<file path="config.mk">
export PLATFORM = sky130hd
export DESIGN_NAME = seq_match_fsm
export DESIGN_NICKNAME = d
export VERILOG_FILES = /design/src/rtl/seq_match_pkg.sv /design/src/rtl/seq_match_fsm_sat_counter.sv /design/src/rtl/seq_match_fsm.sv
export SDC_FILE = /design/constraint.sdc
export NUM_CORES = 1
export LEC_CHECK = 0
export ABC_AREA = 1
export BUFFER_PORTS_ARGS = -buffer_cell sky130_fd_sc_hd__buf_2
export CORE_AREA = 2 2 39 41
export CTS_BUF_LIST = sky130_fd_sc_hd__clkbuf_8
export DETAILED_ROUTE_END_ITERATION = 16
export DIE_AREA = 0 0 41 43
export MAX_ROUTING_LAYER = met4
export PLACE_DENSITY = 0.62
export SYNTH_ARGS = -nofsm -noshare
export SYNTH_HDL_FRONTEND = slang
export SYNTH_SLANG_ARGS = --single-unit
</file>
<file path="constraint.sdc">
create_clock -name clk -period 2.38 [get_ports clk]
set_clock_uncertainty 0.1 [all_clocks]
set_input_delay 0.119 -clock clk [delete_from_list [all_inputs] [get_ports clk]]
set_output_delay 0.119 -clock clk [all_outputs]
set_load 0.1 [all_outputs]
</file>
<file path="src/rtl/seq_match_pkg.sv">
// rtl/seq_match_pkg.sv - shared types, bounds and parameter check for seq_match_fsm
package seq_match_pkg;

  typedef enum logic {NON_OVERLAP = 1'b0, OVERLAP = 1'b1} match_mode_t;

  localparam int PAT_W_MIN = 2;
  localparam int PAT_W_MAX = 32;
  localparam int CNT_W_MIN = 1;
  localparam int CNT_W_MAX = 32;

  function automatic bit params_ok(input int pat_w, input int cnt_w);
    return (pat_w >= PAT_W_MIN) && (pat_w <= PAT_W_MAX) &&
           (cnt_w >= CNT_W_MIN) && (cnt_w <= CNT_W_MAX);
  endfunction

endpackage

</file>
<file path="src/rtl/seq_match_fsm_sat_counter.sv">
// rtl/seq_match_fsm_sat_counter.sv - saturating up-counter with synchronous clear
module sat_counter #(
  parameter int W = 8
) (
  input  logic         clk,
  input  logic         reset_n,
  input  logic         clr,
  input  logic         inc,
  output logic [W-1:0] q
);

  always_ff @(posedge clk or negedge reset_n) begin
    if (!reset_n) begin
      q <= '0;
    end else if (clr) begin
      q <= '0;
    end else if (inc && (q != {W{1'b1}})) begin
      q <= q + 1'b1;
    end
  end

endmodule

</file>
<file path="src/rtl/seq_match_fsm.sv">
// rtl/seq_match_fsm.sv - serial pattern detector with Mealy match strobe
// SEQ_MATCH_COUNT_EN adds the saturating match counter; otherwise count is tied to 0.
module seq_match_fsm
  import seq_match_pkg::*;
#(
  parameter int               PAT_W   = 4,
  parameter logic [PAT_W-1:0] PATTERN = 4'b1011,
  parameter int               CNT_W   = 8
) (
  input  logic             clk,
  input  logic             reset_n,
  input  logic             in_valid,
  input  logic             in,
  input  logic             overlap,
  input  logic             clear,
  output logic             out,
  output logic             match_q,
  output logic [CNT_W-1:0] count
);

  if (!params_ok(PAT_W, CNT_W)) begin : g_bad_params
    $error("seq_match_fsm: PAT_W or CNT_W out of range");
  end

  localparam int              FILL_W   = $clog2(PAT_W);
  localparam logic [FILL_W-1:0] FILL_MAX = FILL_W'(PAT_W - 1);

  logic [PAT_W-2:0]  hist, hist_nxt;
  logic [FILL_W-1:0] fill, fill_nxt;
  logic [PAT_W-1:0]  window;
  logic              match;

  // window holds the candidate PAT_W bits with the incoming bit as LSB
  assign window = {hist, in};

  always_comb begin
    match    = in_valid & ~clear & (fill == FILL_MAX) & (window == PATTERN);
    hist_nxt = hist;
    fill_nxt = fill;
    if (clear) begin
      hist_nxt = '0;
      fill_nxt = '0;
    end else if (in_valid) begin
      hist_nxt = window[PAT_W-2:0];
      // non-overlap: matched bits must not seed the next match
      if (match && (match_mode_t'(overlap) == NON_OVERLAP)) begin
        fill_nxt = '0;
      end else if (fill != FILL_MAX) begin
        fill_nxt = fill + 1'b1;
      end
    end
  end

  always_ff @(posedge clk or negedge reset_n) begin
    if (!reset_n) begin
      hist    <= '0;
      fill    <= '0;
      match_q <= 1'b0;
    end else begin
      hist    <= hist_nxt;
      fill    <= fill_nxt;
      match_q <= match;
    end
  end

  assign out = match;

`ifdef SEQ_MATCH_COUNT_EN
  sat_counter #(.W(CNT_W)) u_count (
    .clk     (clk),
    .reset_n (reset_n),
    .clr     (clear),
    .inc     (match),
    .q       (count)
  );
`else
  assign count = '0;
`endif

endmodule

</file>
==> flow_summary.yaml <==
critical_path:
  worst_setup_path_start_kind: "flop"
  required_ns: 2.16
  arrival_ns: 1.64
  reg2regPathDepth: 8
  slowest_delay_ns: 0.47
  worstPathMaxFanout: 3
  crit_family: "buffers and inverters"
  cp_slowest_cell: "buf_2"
  end_kind: "primary output"
  worst-path-buf-inv: 1
  crit_type: "reg2out"
  crit_chain: "ha_1 > nand2_1 > nor4_4 > buf_2"
  cp_num_cells: 4
global_route:
  grt.overflow.total: 0
  track_usage_pct: 9.14
  grt_pass1_wl_um: 986
  antenna_found_initial: 0
  first_global_vias: 254
  grt_max_degree: 7
place:
  portBuffers: 7
  dp_hpwl_um: 479
  dpl-instance-area_um2: 402
  globalplace.congestion: 0.646
finish:
  final_cell_mix: "8 x conb_1, 7 x nand2_1, 7 x buf_2, 6 x dfrtp_1, 4 x inv_1"
  final_util_pct: 32.7
  fill_cells: 150
  design_area_um2: 453
  register_area_um2: 150
  final_layout_size_suffix_gt1_share_pct: 34.0
  multi_input_area_um2: 178
  mostFrequentLayoutCell: "conb_1"
  fin_nets: 62
  insertedDiodeCount: 0
  synthToLayoutAreaGrowth_pct: 24.0
die:
  io-pin-count: 16
  die_h_um: 43
  die_width_um: 41
  start_util_pct: 26.4
  num_rows: 14
  die_area_um2: 1760
  core_um2: 1380
clock_tree:
  clock_latency_ns: 0.22
  cts_resized: 0
  cts_tree: "done"
  clock_sinks: 6
  ctsHtreeMaxLevel: 1
  clkSlewWorstSetupHoldPaths_ns: 0.03
  clk_path_buf_depth: 2
  cts_made_buffers: 3
  cts-root-buf: "clkbuf_8"
synth:
  netlist.area_leader.share_pct: 41.1
  yosysTopAreaCell: "dfrtp_1"
  ys_seq_area_share_pct: 41.1
  synth_cell_type_count: 17
  syn_inst: 43
  avgSynthCellArea_um2: 8.50
  synth_area_leaders: "dfrtp_1 41%, buf_4 16%, nand2_1 7.2%"
  ys_ff_latch: 6
  yosys_warnings: 0
  syn_area_um2: 365
route:
  drcViolationCount: 0
  first_iter_violations: 3
  antenna_violating_nets_post_route: 0
  wl_per_cell_um: 8.10
  drtPass1Iterations: 4
  drt_wl_total_um: 559
  vias: 262
  via_per_inst: 3.80
timing:
  period_share_pct: 78.0
  rsz0062_at_grt: "no"
  period_needed_ns: 1.86
  setup_violations: 0
  fin_setup_tns_ns: 0
  finalMaxSlewViolations: 0
  hold_viol: 0
  fmax_mhz: 539
  holdWs_ns: 0.107
power:
  peakVddDrop_mv: 0.340
  p_per_area_nw_per_um2: 751
  power.leakage_nw: 0.231
run_status:
  status: "finished clean"
min_path:
  hold_depth: 3
  hold_class: "in2reg"
job:
  maxCapViolations: 0
==> cells by family (layout without fill, tap and decap cells) <==
| family | count (synthesis) | in the layout | share of synthesized area [%] |
|---|---|---|---|
| AOI/OAI and AO/OA | 3 | 3 | 4.79 |
| other | 1 | 8 | 1.03 |
| buffers and inverters | 13 | 16 | 21.6 |
| and+or+nand+nor | 19 | 19 | 28.1 |
| adders and majority gates | 1 | 1 | 3.42 |
| DFF | 6 | 6 | 41.1 |
==> final cells by class <==
cell class,instances,area share [%]
well taps,16,4.42
inverters,5,4.14
repair buffers,8,9.94
flip-flops and latches,6,33.1
multi-input cells,31,39.2
clock buffers,3,9.12
==> path summary, 6_finish.rpt <==
| kind | from | end | slack [ns] |
|---|---|---|---|
| max | fill[0] | out | 0.52 |
| min | in | hist[0] | 0.11 |
| max reg2reg | fill[0] | fill[0] | 1.01 |
| min reg2reg | fill[1] | fill[1] | 0.37 |
| max in group asynchronous | reset_n | hist[2] | 1.89 |
| min in group asynchronous | reset_n | hist[0] | 0.15 |
==> registers in the layout (all words and copies together) (netlist names) <==
signal,count
match_q,1
hist,3
fill,2
==> where the power goes <==
part           internal [W]  switching (W)  leakage [nW]
combinational     0.0000117      0.0000702         0.128
clock              0.000108      0.0000373        0.0216
sequential         0.000109     0.00000406        0.0810
total              0.000228       0.000112         0.231
==> through the flow <==
step           instances  worst slack [ns]  power (W)
2_1_floorplan         50             0.312   0.000195
3_3_place_gp          65             0.751   0.000194
3_5_place_dp          65             0.730   0.000195
4_1_cts               69             0.492   0.000346
5_1_grt               69             0.418   0.000360
6_report              69             0.523   0.000340
==> cell usage after synthesis <==
| master | count |
|---|---|
| o22ai_1 | 2 |
| nand2_1 | 7 |
| inv_2 | 1 |
| nor4_1 | 1 |
| inv_1 | 4 |
| nand3_2 | 2 |
| or2_2 | 1 |
| nand2_2 | 2 |
| ha_1 | 1 |
| conb_1 | 1 |
| nor2_2 | 1 |
| o21ai_0 | 1 |
| buf_4 | 8 |
| nand3b_1 | 1 |
| dfrtp_1 | 6 |
| nand3_1 | 2 |
| nor2_1 | 2 |
==> timing repair <==
action                                 4_1_cts  5_1_grt
endpoints found under the hold margin        6        0
hold buffers                                 1        0
setup buffers                                0        0
setup endpoints to repair                    0        0
==> layer usage <==
metal | up-vias | share of wire (%) | GRT usage (%)
met5 | - | 0 | -
met4 | 0 | 1.4 | 10.0
met3 | 2 | 7.3 | 1.57
met2 | 10 | 43 | 11.6
met1 | 110 | 48 | 10.9
li1 | 140 | - | -
==> worst reg2reg max path, stage by stage, from the launching register on <==
cell	delay (ns)
dfrtp_1	0.36
ha_1	0.19
nand2_1	0.11
nor2_1	0.13
nand3_2	0.11
nand3_2	0.10
nand2_2	0.06
nand2_1	0.05
nand2_1	0.05
Note: power is estimated with default switching activity, not from simulation.
